### src/rtl/task_3_input.sv
// Packet input stage: byte FIFO between a manager stream and the task core,
// store-and-forward by default, cut-through when TASK_3_INPUT_CUT_THROUGH_EN is defined.
module task_3_input #(
  parameter int DEPTH = 256
) (
  input  logic        i_clk,
  input  logic        i_rst,
  input  logic        i_tmanager_valid,
  input  logic [7:0]  i_tdata,
  input  logic        i_tdata_last,
  input  logic [11:0] i_packet_size_in_bytes,
  output logic        o_tinput_ready,
  input  logic        i_core_ready,
  output logic [7:0]  o_data,
  output logic        o_data_valid,
  output logic        o_input_last,
  output logic        o_busy,
  output logic        o_error
);

  localparam int AW = $clog2(DEPTH);
  localparam logic [AW:0] FULL_OCC = (AW+1)'(DEPTH);

  localparam logic [1:0] s_IDLE  = 2'd0;
  localparam logic [1:0] s_RECV  = 2'd1;
  localparam logic [1:0] s_DRAIN = 2'd2;
  localparam logic [1:0] s_FLUSH = 2'd3;

  logic [1:0]    state_q, state_d;
  logic [7:0]    mem [DEPTH];
  logic [AW-1:0] wr_ptr_q, rd_ptr_q;
  logic [AW:0]   occ_q, occ_d;
  logic [11:0]   count_q, size_q;
  logic [11:0]   count_inc, size_eff;
  logic          error_q;
  logic          empty, full;
  logic          wr_en, rd_en;
  logic          in_ready, out_valid, out_last, busy;

  assign empty = (occ_q == '0);
  assign full  = (occ_q == FULL_OCC);

  // NOTE: every signal gets a default before the case so no latch is inferred.
  always_comb begin
    in_ready  = 1'b0;
    out_valid = 1'b0;
    out_last  = 1'b0;
    busy      = 1'b0;
    case (state_q)
      s_IDLE: in_ready = 1'b1;
      s_RECV: begin
        in_ready = !full;
        busy     = 1'b1;
`ifdef TASK_3_INPUT_CUT_THROUGH_EN
        out_valid = !empty;
`endif
      end
      s_FLUSH: begin
        busy      = 1'b1;
        out_valid = !empty;
      end
      s_DRAIN: begin
        busy      = 1'b1;
        out_valid = !empty;
        out_last  = !empty && (occ_q == (AW+1)'(1));
      end
      default: ;
    endcase
  end

  // Reset forces every output low, whatever the state register still holds.
  assign o_tinput_ready = in_ready && !i_rst;
  assign o_data_valid   = out_valid && !i_rst;
  assign o_input_last   = out_last && !i_rst;
  assign o_busy         = busy && !i_rst;
  assign o_error        = error_q && !i_rst;
  assign o_data         = i_rst ? 8'h00 : mem[rd_ptr_q];

  assign wr_en = i_tmanager_valid && o_tinput_ready;
  assign rd_en = o_data_valid && i_core_ready;

  always_comb begin
    occ_d = occ_q;
    case ({wr_en, rd_en})
      2'b10:   occ_d = occ_q + 1'b1;
      2'b01:   occ_d = occ_q - 1'b1;
      default: occ_d = occ_q;
    endcase
  end

  // The first byte of a packet compares against the size presented with it.
  always_comb begin
    if (state_q == s_IDLE) begin
      count_inc = 12'd1;
      size_eff  = i_packet_size_in_bytes;
    end else begin
      count_inc = (count_q == 12'hFFF) ? count_q : count_q + 12'd1;
      size_eff  = size_q;
    end
  end

  always_comb begin
    state_d = state_q;
    case (state_q)
      s_IDLE: begin
        if (wr_en) state_d = i_tdata_last ? s_DRAIN : s_RECV;
      end
      s_RECV: begin
        if (wr_en && i_tdata_last) state_d = s_DRAIN;
`ifndef TASK_3_INPUT_CUT_THROUGH_EN
        else if (wr_en && occ_d == FULL_OCC) state_d = s_FLUSH;
`endif
      end
      s_FLUSH: begin
        if (occ_d == '0) state_d = s_RECV;
      end
      s_DRAIN: begin
        if (occ_d == '0) state_d = s_IDLE;
      end
      default: state_d = s_IDLE;
    endcase
  end

  // NOTE: sequential state uses non-blocking assignments only.
  always_ff @(posedge i_clk) begin
    if (i_rst) begin
      state_q  <= s_IDLE;
      wr_ptr_q <= '0;
      rd_ptr_q <= '0;
      occ_q    <= '0;
      count_q  <= '0;
      size_q   <= '0;
      error_q  <= 1'b0;
    end else begin
      state_q <= state_d;
      occ_q   <= occ_d;
      if (wr_en) begin
        wr_ptr_q <= wr_ptr_q + 1'b1;
        count_q  <= count_inc;
      end
      if (rd_en) rd_ptr_q <= rd_ptr_q + 1'b1;
      if (wr_en && state_q == s_IDLE) size_q <= i_packet_size_in_bytes;
      error_q <= wr_en && i_tdata_last && (count_inc != size_eff);
    end
  end

  // NOTE: storage is not reset; pointers and occupancy alone define valid data.
  always_ff @(posedge i_clk) begin
    if (wr_en) mem[wr_ptr_q] <= i_tdata;
  end

endmodule

### config.mk
export PLATFORM = sky130hd
export DESIGN_NAME = task_3_input
export DESIGN_NICKNAME = d
export VERILOG_FILES = /design/src/rtl/task_3_input.sv
export SDC_FILE = /design/constraint.sdc
export NUM_CORES = 2
export LEC_CHECK = 0
export CAP_MARGIN = 30
export CORE_ASPECT_RATIO = 2
export CORE_MARGIN = 2
export CORE_UTILIZATION = 50
export DETAILED_ROUTE_END_ITERATION = 8
export DONT_BUFFER_PORTS = 1
export SLEW_MARGIN = 20
export SYNTH_ARGS = -nofsm -noshare
export SYNTH_HDL_FRONTEND = slang
export SYNTH_SLANG_ARGS = --single-unit
### constraint.sdc
create_clock -name i_clk -period 9.2 [get_ports i_clk]
set_input_delay 1.84 -clock i_clk [delete_from_list [all_inputs] [get_ports i_clk]]
set_output_delay 1.84 -clock i_clk [all_outputs]
set_load 0.02 [all_outputs]
==> flow_summary.yaml <==
placement:
  hpwl_um: 142400
  post-place-ws_ns: 2.406
  portBuffers: 0
  dp_cells: 6235
  gp_congestion: 0.8405
critical_path:
  crit_fanout: 33
  r2r_end: "state_q[1]$_SDFFE_PP0P_"
  arrival_ns: 5.81
  cp-endpoint: "o_data[7]"
  worstSetupPathType: "flip-flop to primary output"
  required_ns: 7.36
  r2r_start: "occ_q[0]$_SDFF_PP0_"
  start_kind: "flip-flop"
  ff2ff_path_depth: 14
  rrSetupSlack_ns: 4.61
  cp-end-kind: "primary output"
global_route:
  grtUsageTotal_pct: 26.98
  antenna_found_initial: 6
  grt_pass1_vias: 43245
  grt_first_pass_wirelength_um: 323600
  grt_start_max_net_pins: 257
  grt_overflow: 0
die:
  die_x_um: 293.3
  die_h_um: 582.7
  core_area_sq_um: 166600
  rows: 212
  top_level_ports: 38
  dieArea_sq_um: 170900
  start_util_pct: 50.25
outcome:
  outcome: "finished with violations"
  violations: "slew limit"
clock_tree:
  cts.sinks: 2108
  h-tree-depth: 4
  cts_tree: "built"
  post_cts_buffers: 0
  numCtsBuffers: 185
  clock_latency_ns: 0.85
  post_cts_resize_count: 0
  cts_root_buffer: "clkbuf_16"
  clockBufferDepth: 4
  cts-hold-fix-buffers: 0
  path_clk_slew_ns: 0.06
detailed_routing:
  vias: 42155
  dr.pass1.iters: 7
  drt-wirelength-per-cell_um: 34.90
  drc: 0
  vias_per_cell: 6.406
  drtIter0Drc: 4212
  postRouteAntennaNets: 0
  drt_wl_total_um: 229700
layout:
  drive_gt1_share_pct: 17.82
  final_common_cell: "edfxtp_1"
  syn2layout_area_growth_pct: 9.011
  final_cells: 6581
  fin_nets: 4335
  fin_util_pct: 54.78
  mostFrequentLayoutCells: "2,048 x edfxtp_1, 381 x mux4_2, 346 x nor2_1"
timing:
  tns_ns: 0
  fin_crit_sh_pct: 83.20
  maxSlewViolCount: 63
  fmax_mhz: 130.6
  setup_slack_ns: 1.545
  finalClockSkew_ns: 0.05917
  setup_viol_count_final: 0
  post-route-min-period_ns: 7.655
  slew_headroom_pct: -5.215
  tightest_slew_ns: 1.578
  hold_ws_ns: 0.4617
  rsz0062_at_grt: "false"
  finalHoldViolCount: 0
power:
  power-per-cell-area_nw_per_um2: 200.0
  cellLeakagePower_nw: 26.94
  irDropWorstVdd_mv: 0.1762
synth:
  async_flop_share_pct: 0
  yosysWarnings: 0
  syn-mean-instance-area_sq_um: 19.69
  syn_nets: 4289
  synth_edf_count: 2048
  ys_types: 84
  ys_ff_latch: 2108
  ys.flop_type: "edfxtp_1"
  synthCells: 4252
  syn_area_sq_um: 83710
  ys_seq_area_share_pct: 74.90
flow_run:
  cap_violations: 0
min_path:
  hold_class: "flip-flop to flip-flop"
## layer usage
metal  track usage, %  part of all wire (%)
met4            15.93                   7.0
met5                0                0.0057
met2            48.45                    53
met3            3.619                   5.6
met1            30.60                    34
## cells by family after synthesis
logic type               after synthesis  synth area share [%]
AND/OR/NAND/NOR                      685                 3.640
multiplexers                         697                 14.90
flip-flops                          2108                 74.90
AO/OA/AOI/OAI                        444                 3.668
adder cells (fa/ha/maj)               12                0.1794
buffers and inverters                276                 2.394
XOR/XNOR                              30                0.3139
## per-stage QoR
step	power (W)	instance area, sq um
2_1_floorplan	0.01081	83710
3_3_place_gp	0.01084	85250
3_5_place_dp	0.01085	85390
4_1_cts	0.01833	91130
5_1_grt	0.01864	91250
6_report	0.01825	91250
## state kept, by name, summed over array words and instances, names as in the netlist, named ones only
| name | count |
|---|---|
| size_q | 12 |
| occ_q | 9 |
| rd_ptr_q | 8 |
| state_q | 2 |
| error_q | 1 |
| count_q | 12 |
| mem | 2048 |
| wr_ptr_q | 8 |
## cell usage after synthesis (all sizes together), types with 8 or more instances
library cell	number	area share (%)
nand2	138	0.62
edfxtp	2048	73
nand2b	8	0.063
xnor2	13	0.14
o22ai	90	0.67
o221ai	77	0.83
inv	15	0.067
xor2	17	0.18
nor2	348	1.6
a2111oi	15	0.19
ha	12	0.18
buf	156	1.6
mux4	426	12
nand3	45	0.27
and2	19	0.14
nor3	37	0.23
clkbuf	102	0.69
o211ai	8	0.072
mux2i	271	3.2
a211oi	13	0.12
nor4	14	0.10
nor2b	14	0.11
dfxtp	60	1.4
and3	10	0.075
nand4	12	0.090
a31oi	14	0.10
o21ai	50	0.30
a21oi	100	0.60
or2	8	0.060
## power breakdown
group | internal [W] | switching [W] | total, W | leakage (nW)
Sequential | 0.0105 | 0.00000642 | 0.0105 | 18.9
Clock | 0.00419 | 0.00342 | 0.00761 | 2.82
Combinational | 0.0000324 | 0.0000735 | 0.000106 | 5.24
Total | 0.0148 | 0.00350 | 0.0183 | 26.9
## how the worst min path moves through the flow
stage	to	start	cells past startpoint	slack, ns
after floorplan	size_q[10]$_SDFFE_PP0P_	size_q[10]$_SDFFE_PP0P_	2	0.45
after global placement	size_q[10]$_SDFFE_PP0P_	size_q[10]$_SDFFE_PP0P_	2	0.45
after detailed placement	size_q[9]$_SDFFE_PP0P_	size_q[9]$_SDFFE_PP0P_	2	0.46
after CTS	size_q[5]$_SDFFE_PP0P_	size_q[5]$_SDFFE_PP0P_	2	0.46
after global routing	size_q[5]$_SDFFE_PP0P_	size_q[5]$_SDFFE_PP0P_	2	0.48
final	size_q[1]$_SDFFE_PP0P_	size_q[1]$_SDFFE_PP0P_	2	0.46
## layout make-up
type,count,area (sq um)
diodes,2,5.005
clock buffers,251,5105
clock inverters,77,634.4
fillers,12785,75330
inverters,17,70.07
multi-input cells,1868,19080
flip-flops and latches,2108,62720
well taps,2140,2678
repair buffers,118,968.4
## critical path: stages (launching register included)
cell	delay [ns]
dfxtp_4	0.52
buf_4	0.49
nand2_4	0.45
buf_4	0.40
o221ai_1	0.36
a31oi_1	0.20
a211oi_1	0.93
o22ai_1	0.20
nor4_1	0.97
a31o_1	0.42
Note: power is estimated with default switching activity, not from simulation.
